### config.mk
export PLATFORM = sky130hd
export DESIGN_NAME = door_motor_sequencer
export DESIGN_NICKNAME = d
export VERILOG_FILES = /design/src/rtl/door_motor_sequencer.sv
export SDC_FILE = /design/constraint.sdc
export NUM_CORES = 1
export LEC_CHECK = 0
export ABC_AREA = 1
export BUFFER_PORTS_ARGS = -buffer_cell sky130_fd_sc_hd__buf_2
export CAP_MARGIN = 20
export CELL_PAD_IN_SITES_DETAIL_PLACEMENT = 1
export CELL_PAD_IN_SITES_GLOBAL_PLACEMENT = 2
export CORE_MARGIN = 2
export CORE_UTILIZATION = 34
export CTS_BUF_LIST = sky130_fd_sc_hd__clkbuf_4 sky130_fd_sc_hd__clkbuf_8 sky130_fd_sc_hd__clkbuf_16
export CTS_CLUSTER_DIAMETER = 50
export DETAILED_ROUTE_END_ITERATION = 7
export GPL_TIMING_DRIVEN = 0
export PLACE_DENSITY = 0.82
export SYNTH_ARGS = -nofsm -noshare
export SYNTH_HDL_FRONTEND = slang
export SYNTH_SLANG_ARGS = --single-unit
### constraint.sdc
create_clock -name clk -period 3 [get_ports clk]
set_input_delay 0.15 -clock clk [delete_from_list [all_inputs] [get_ports clk]]
set_output_delay 0.15 -clock clk [all_outputs]
set_load 0.02 [all_outputs]
### src/rtl/door_motor_sequencer.sv
// Door drive motor sequencer: direction control with reversal dead time,
// travel watchdog, auto-close and warning lamp, all outputs registered.
module door_motor_sequencer #(
  parameter int DEADTIME_CYC   = 4,
  parameter int TRAVEL_MAX_CYC = 64,
  parameter int AUTOCLOSE_CYC  = 32,
  parameter int FLASH_HALF     = 2,
  parameter int CNT_W          = 8
) (
  input  logic       clk,
  input  logic       rst,
  input  logic       cmd_up,
  input  logic       cmd_down,
  input  logic       cmd_stop,
  input  logic       fault_clr,
  input  logic       sensortop,
  input  logic       sensorbottom,
  input  logic       lightbarrier,
  output logic       motorleft,
  output logic       motorright,
  output logic       lightsteady,
  output logic       lightflash,
  output logic       fault,
  output logic [2:0] state_o
);

  typedef enum logic [2:0] {
    ST_UNKNOWN  = 3'd0,
    ST_OPENED   = 3'd1,
    ST_CLOSED   = 3'd2,
    ST_OPENING  = 3'd3,
    ST_CLOSING  = 3'd4,
    ST_STOPPED  = 3'd5,
    ST_DEADTIME = 3'd6,
    ST_FAULT    = 3'd7
  } state_t;

  // Each limit is compared against the count value seen in the last cycle of
  // the interval, so a state lasts exactly LIMIT cycles.
  localparam logic [CNT_W-1:0] DEAD_LAST   = CNT_W'(DEADTIME_CYC - 1);
  localparam logic [CNT_W-1:0] TRAVEL_LAST = CNT_W'(TRAVEL_MAX_CYC - 1);
  localparam logic [CNT_W-1:0] AUTO_LAST   = CNT_W'((AUTOCLOSE_CYC > 0) ? AUTOCLOSE_CYC - 1 : 0);
  localparam logic [CNT_W-1:0] FLASH_LAST  = CNT_W'(FLASH_HALF - 1);
  localparam logic [CNT_W-1:0] CNT_MAX     = '1;

  state_t           state;
  state_t           state_next;
  logic [CNT_W-1:0] cnt;
  logic             cnt_clr;
  logic             pend_open;
  logic             pend_open_next;
  logic [CNT_W-1:0] flash_cnt;
  logic             sensor_conflict;
  logic             travel_over;
  logic             state_change;
  logic             flash_next_on;

  assign sensor_conflict = sensortop & sensorbottom;
  assign travel_over     = ((state == ST_OPENING) || (state == ST_CLOSING)) &&
                           (cnt >= TRAVEL_LAST);
  assign state_change    = (state_next != state);
  assign flash_next_on   = (state_next == ST_DEADTIME) || (state_next == ST_FAULT);
  assign state_o         = state;

  always_comb begin
    state_next     = state;
    pend_open_next = pend_open;
    cnt_clr        = 1'b0;
    if (sensor_conflict || travel_over) begin
      state_next = ST_FAULT;
    end else begin
      case (state)
        ST_UNKNOWN: begin
          if (cmd_stop)                        state_next = ST_UNKNOWN;
          else if (sensortop)                  state_next = ST_OPENED;
          else if (sensorbottom)               state_next = ST_CLOSED;
          else if (cmd_up)                     state_next = ST_OPENING;
          else if (cmd_down && !lightbarrier)  state_next = ST_CLOSING;
        end
        ST_OPENED: begin
          // Any activity at the door restarts the auto-close idle count.
          if (cmd_stop || cmd_up || lightbarrier) cnt_clr    = 1'b1;
          else if (cmd_down)                      state_next = ST_CLOSING;
          else if ((AUTOCLOSE_CYC != 0) && (cnt >= AUTO_LAST))
            state_next = ST_CLOSING;
        end
        ST_CLOSED: begin
          if (!cmd_stop && cmd_up) state_next = ST_OPENING;
        end
        ST_OPENING: begin
          if (cmd_stop)                  state_next = ST_STOPPED;
          else if (sensortop)            state_next = ST_OPENED;
          else if (cmd_down && !cmd_up) begin
            state_next     = ST_DEADTIME;
            pend_open_next = 1'b0;
          end
        end
        ST_CLOSING: begin
          if (cmd_stop) begin
            state_next = ST_STOPPED;
          end else if (lightbarrier) begin
            state_next     = ST_DEADTIME;
            pend_open_next = 1'b1;
          end else if (sensorbottom) begin
            state_next = ST_CLOSED;
          end else if (cmd_up) begin
            state_next     = ST_DEADTIME;
            pend_open_next = 1'b1;
          end
        end
        ST_STOPPED: begin
          if (cmd_stop)                        state_next = ST_STOPPED;
          else if (cmd_up)                     state_next = ST_OPENING;
          else if (cmd_down && !lightbarrier)  state_next = ST_CLOSING;
        end
        ST_DEADTIME: begin
          // An opposite request re-targets the reversal and restarts the wait.
          if (cmd_stop) begin
            state_next = ST_STOPPED;
          end else if ((cmd_up || lightbarrier) && !pend_open) begin
            pend_open_next = 1'b1;
            cnt_clr        = 1'b1;
          end else if (cmd_down && !cmd_up && !lightbarrier && pend_open) begin
            pend_open_next = 1'b0;
            cnt_clr        = 1'b1;
          end else if (cnt >= DEAD_LAST) begin
            state_next = pend_open ? ST_OPENING : ST_CLOSING;
          end
        end
        ST_FAULT: begin
          if (fault_clr) state_next = ST_UNKNOWN;
        end
        default: state_next = ST_UNKNOWN;
      endcase
    end
  end

  always_ff @(posedge clk) begin
    if (rst) begin
      state     <= ST_UNKNOWN;
      pend_open <= 1'b0;
      cnt       <= '0;
    end else begin
      state     <= state_next;
      pend_open <= pend_open_next;
      if (state_change || cnt_clr) cnt <= '0;
      else if (cnt != CNT_MAX)     cnt <= cnt + 1'b1;
    end
  end

  // Lamp flash phase restarts at 1 on entry and keeps running through a
  // dead-time restart.
  always_ff @(posedge clk) begin
    if (rst) begin
      lightflash <= 1'b0;
      flash_cnt  <= '0;
    end else if (!flash_next_on) begin
      lightflash <= 1'b0;
      flash_cnt  <= '0;
    end else if (state_change) begin
      lightflash <= 1'b1;
      flash_cnt  <= '0;
    end else if (flash_cnt >= FLASH_LAST) begin
      lightflash <= ~lightflash;
      flash_cnt  <= '0;
    end else begin
      flash_cnt <= flash_cnt + 1'b1;
    end
  end

  always_ff @(posedge clk) begin
    if (rst) begin
      motorleft   <= 1'b0;
      motorright  <= 1'b0;
      lightsteady <= 1'b0;
      fault       <= 1'b0;
    end else begin
      motorleft   <= (state_next == ST_OPENING);
      motorright  <= (state_next == ST_CLOSING);
      lightsteady <= (state_next == ST_OPENING) || (state_next == ST_CLOSING);
      fault       <= (state_next == ST_FAULT);
    end
  end

endmodule

### Word-level counts from Yosys, hierarchy flattened

Index checks and enable logic that the tools add are counted.

* bits in registers: 25
* input bits: 9

* add/sub/neg operators: 2
* order comparisons: 4
* equality and inequality tests: 21
* mux-type cells: 44
* bitwise gates (word level): 4
* reduce and logical (&&, ||, !) cells: 26

Operator list (count)
* 3-bit two-way mux: 24
* 3-bit case mux with 8 select lines: 1
* 3-bit == test (second input constant): 7
* 1-bit two-way mux: 17
* 8-bit by 1-bit adder with 8-bit output (second input constant): 2
* 10-bit AND reduction: 1
* 3-bit by 2-bit == test with 1-bit output (second input constant): 3
* 3-bit inequality test (second input constant): 3
* 8-bit by 1-bit greater-or-equal comparator with 1-bit output (second input constant): 1
* 8-bit by 2-bit greater-or-equal comparator with 1-bit output (second input constant): 1
* 8-bit by 5-bit greater-or-equal comparator with 1-bit output (second input constant): 1
* 8-bit by 6-bit greater-or-equal comparator with 1-bit output (second input constant): 1
* 1-bit logical OR: 8
* 2-bit inequality test (second input constant): 4
* 8-bit inequality test (second input constant): 1
* 1-bit logical AND: 7
* 1-bit zero test: 4
* 2-bit OR reduction: 2
* 4-bit OR reduction: 1
* 3-bit by 1-bit == test with 1-bit output (second input constant): 1
* 3-bit zero test: 1
* 3-bit inequality test: 1
* 1-bit NOT: 3
* 1-bit case mux with 3 select lines: 1
* other kinds (5): 5

### Logic depth before layout (Yosys ltp)

* word-level depth: 13
* gate-level depth with buffers: 16
* gate-level depth less buffers: 16

### Worst setup path after synthesis

No wires, ideal clock.

* path kind: register to register
* start: register state[2], in the netlist state_o[2]
* end: register lightflash
* buffers on the path: 0
* cell stages (with the launch flop): 12
* data required time: 2.891 ns
* path slack: 1.269 ns
* arrival: 1.622 ns
* path through: dfxtp_1 > inv_2 > nor2_4 > inv_1 > nor2_4 > nand4_1 > nand4_1 > nand2_1 > nor2_4 > nand3_1 > nand2_1 > inv_1

* cells in the longest elaborated chain, start to end: 11

Ends and longest elaborated chain
* from (decl): line 46 `state_t state;`
* from (signal assigned): line 144 `state <= state_next;`
* 3-bit two-way mux: line 78, 114
* 3-bit two-way mux: line 113 `else if (cmd_up) state_next = ST_OPENING;`
* 3-bit two-way mux: line 76 `else if (sensorbottom) state_next = ST_CLOSED;`
* 3-bit two-way mux: line 75 `else if (sensortop) state_next = ST_OPENED;`
* 3-bit two-way mux: line 74 `if (cmd_stop) state_next = ST_UNKNOWN;`
* 3-bit case mux with 8 select lines: line 72 `case (state)`
* 3-bit two-way mux: line 69 `if (sensor_conflict || travel_over) begin`
* 3-bit == test: line 62 `assign flash_next_on = (state_next == ST_DEADTIME) || (state_next == ST_FAULT);`
* 1-bit logical OR: line 62
* 1-bit NOT (no line)
* 2-bit OR reduction (no line)
* to (signal assigned): line 164 `lightflash <= ~lightflash;`
* to (decl): line 22 `output logic lightflash,`

Parallel ways exist; a longest one is shown, timed or not.
A chain may end at the register's enable or synchronous reset.

### Worst setup path after layout

* start: register cnt[0]
* end: register cnt[2]

* cells in the longest elaborated chain, start to end: 10

Ends and longest elaborated chain
* from (decl): line 48 `logic [CNT_W-1:0] cnt;`
* from (signal assigned): line 147 `else if (cnt != CNT_MAX) cnt <= cnt + 1'b1;`
* 8-bit by 2-bit greater-or-equal comparator with 1-bit output: line 126 `end else if (cnt >= DEAD_LAST) begin`
* 3-bit two-way mux: line 126
* 3-bit two-way mux: line 123 `end else if (cmd_down && !cmd_up && !lightbarrier && pend_open) begin`
* 3-bit two-way mux: line 120 `end else if ((cmd_up || lightbarrier) && !pend_open) begin`
* 3-bit two-way mux: line 118 `if (cmd_stop) begin`
* 3-bit case mux with 8 select lines: line 72
* 3-bit two-way mux: line 69
* 3-bit inequality test: line 61 `assign state_change = (state_next != state);`
* 1-bit logical OR: line 146 `if (state_change || cnt_clr) cnt <= '0;`
* 2-bit OR reduction (no line)

Parallel ways exist; a longest one is shown, timed or not.

==> results.py <==
metrics = {
    "synth": {
        "synth_edf_count": 0,
        "async_flop_share": 0,
        "ys_warn_count": 0,
        "yosys_register_bits": 25,
        "synth_area_um2": 1584,
        "ys.flop_type": "dfxtp_1",
        "ys_seq_area_frac": 0.3160,
        "synth.distinct_cells": 30,
        "syn_avg_cell_area_um2": 6.465,
        "synthCells": 245,
    },
    "global_route": {
        "antenna_found_initial": 0,
        "grt.total_usage": 0.1694,
        "grt_pass1_wl_mm": 6.858,
        "grt_max_degree": 16,
        "globalRoute.totalOverflow": 0,
        "grt_pass1_vias": 1534,
    },
    "die": {
        "fp.dieH_um": 72.26,
        "initial_core_util": 0.3588,
        "fp.dieW_um": 72.26,
        "rows": 24,
        "die_area_um2": 5221,
        "core_um2": 4414,
        "num_io_pins": 17,
    },
    "clocking": {
        "numCtsBuffers": 3,
        "cts.repair.resized": 0,
        "postCtsSetupBuffers": 0,
        "cts.path.max_buffers": 2,
        "root_buffer": "clkbuf_8",
        "insertion_delay_ns": 0.28,
        "clkTransAtPathRegs_ns": 0.09,
        "hold_buffers": 0,
        "clock_sinks": 25,
        "cts_tree": "yes",
        "cts_max_level": 1,
    },
    "timing": {
        "hold_slack_ns": 0.2346,
        "hold_viol_final": 0,
        "skew_ns": 0.008176,
        "fin_crit_sh": 0.6708,
        "relSlewSlack": 0.6407,
        "rsz0062_at_grt": "no",
        "clock.fmax_mhz": 496.9,
        "maxSlewViolCount": 0,
        "setup_viol": 0,
        "tns_ns": 0,
        "min_period_ns": 2.012,
        "worst_slew_pin_slew_ns": 0.5360,
    },
    "pwr": {
        "ir_drop_v": 0.0002878,
        "leakagePower_nw": 0.9193,
        "powerDensity_nw_per_um2": 463.4,
    },
    "layout": {
        "antennaDiodeCount": 0,
        "area_growth_pct": 13.19,
        "layout-drive-gt1-share": 0.1822,
        "nNetsFinal": 283,
    },
    "route": {
        "ant_nets": 0,
        "wirelength_mm": 3.974,
        "drt_iter0_markers": 61,
        "drt_pass1_iterations": 4,
        "vias": 1550,
        "via_per_inst": 4.829,
        "wl_per_cell_um": 12.38,
        "drc": 0,
    },
    "setup_path": {
        "crit_fanout": 8,
        "cp.required_ns": 3.22,
        "start_kind": "flip-flop",
        "crit_type": "flip-flop to flip-flop",
        "end_kind": "flip-flop",
        "cp.arrival_ns": 2.23,
        "cp-startpoint": "cnt[0]",
        "r2r-start": "cnt[0]",
    },
    "place": {
        "gp_congestion": 0.7861,
        "port_buffers": 16,
        "dp_hpwl_mm": 3.245,
    },
    "hold_path": {
        "hold_class": "input port to flip-flop",
        "worst_hold_startpoint": "rst",
    },
    "run": {
        "maxCapViolations": 0,
    },
    "status": {
        "outcome": "complete, no violations",
    },
}
-- cells in the mapped netlist (4+ instances only) --
library cell,number,area [µm²]
nand2_1,64,240.2
nor2_1,38,142.6
inv_1,36,135.1
dfxtp_1,25,500.5
nand3_1,14,70.07
a21oi_1,8,40.04
nand4_1,7,43.79
nor2_2,7,43.79
inv_2,6,22.52
nand3_2,5,50.05
o21ai_0,5,25.02
xnor2_1,5,43.79
ha_1,4,50.05
-- final cells by class --
class                           instances  area [µm²]
Tap cell                               52       65.06
Clock inverter                          1       7.507
Clock buffer                            3       41.29
Timing Repair Buffer                   16       80.08
Sequential cell                        25       500.5
Inverter                               42       157.7
Fill cell                             603        2621
Multi-Input combinational cell        182       940.9
-- routing by layer --
metal  up-vias  GRT usage  part of all wire  routed length (µm)
met2        17     0.2712              0.45                1774
met4         0    0.04403             0.011                  44
met5         -          0                 0                   0
li1        806          -                 -                   -
met3         4    0.03333             0.029                 114
met1       723     0.2335              0.51                2040
-- worst max-delay path, stage by stage (launching register included) --
cell and delay, ns:
dfxtp_1 0.38, ha_1 0.20, nand2_1 0.08, inv_1 0.06
nand2_1 0.09, nand2_1 0.10, nand2_1 0.05, nand2_1 0.05
nand2_1 0.09, nor2_2 0.16, nand3_2 0.13, nand2_1 0.09
nand2_1 0.08, nor2_4 0.14, nand3_4 0.13, nor2_1 0.12
-- layout by cell type (no fill, tap or decap), types with 3 or more instances in the layout --
master,count
a21oi_1,8
nand3_2,5
nand3_1,14
nand4_1,7
ha_1,4
xnor2_1,5
nor2_4,3
buf_2,16
inv_2,6
clkbuf_8,3
nand2_2,3
inv_1,36
nor2_1,38
nor2_2,7
nand2_1,64
dfxtp_1,25
o21ai_0,5
conb_1,5
-- registers in the layout (all words and copies together), names as in the netlist --
name,count
lightflash,1
motorleft,1
flash_cnt,8
pend_open,1
lightsteady,1
motorright,1
fault,1
cnt,8
state_o,3
-- logic make-up (layout without fill, tap and decap cells) --
logic type / after synthesis / after routing / share of synthesized area
mux: 1 / 1 / 0.006319
buf+inv: 42 / 62 / 0.09953
compound gates: 20 / 20 / 0.07505
fa+ha+maj: 4 / 4 / 0.03160
flops: 25 / 25 / 0.3160
xor+xnor: 5 / 5 / 0.02764
other cells: 1 / 5 / 0.002367
simple gates: 147 / 147 / 0.4416
-- final timing paths --
check        slack, ns            to  depth (start not counted)
max               0.99        cnt[2]                         15
min               0.23    state_o[0]                          4
max reg2reg       0.99        cnt[2]                         15
min reg2reg       0.47  flash_cnt[0]                          1
-- power breakdown --
part | leakage (nW) | internal [W] | switching [W] | total [W]
sequential | 0.205 | 0.000353 | 0.0000219 | 0.000375
clock | 0.0217 | 0.0000943 | 0.000111 | 0.000205
combinational | 0.693 | 0.0000792 | 0.000171 | 0.000251
-- per-stage QoR --
stage	util	power [W]	std cells	setup slack (ns)	instance area, µm²
6_report	0.4062	0.0008308	321	0.9877	1793
5_1_grt	0.4062	0.0008911	321	0.7153	1793
4_1_cts	0.4062	0.0008480	321	0.9415	1793
3_5_place_dp	0.3951	0.0006349	317	0.9578	1744
3_3_place_gp	0.3951	0.0006346	317	1.003	1744
2_1_floorplan	-	0.0005642	249	1.269	1599
(Power assumes the default switching activity.)
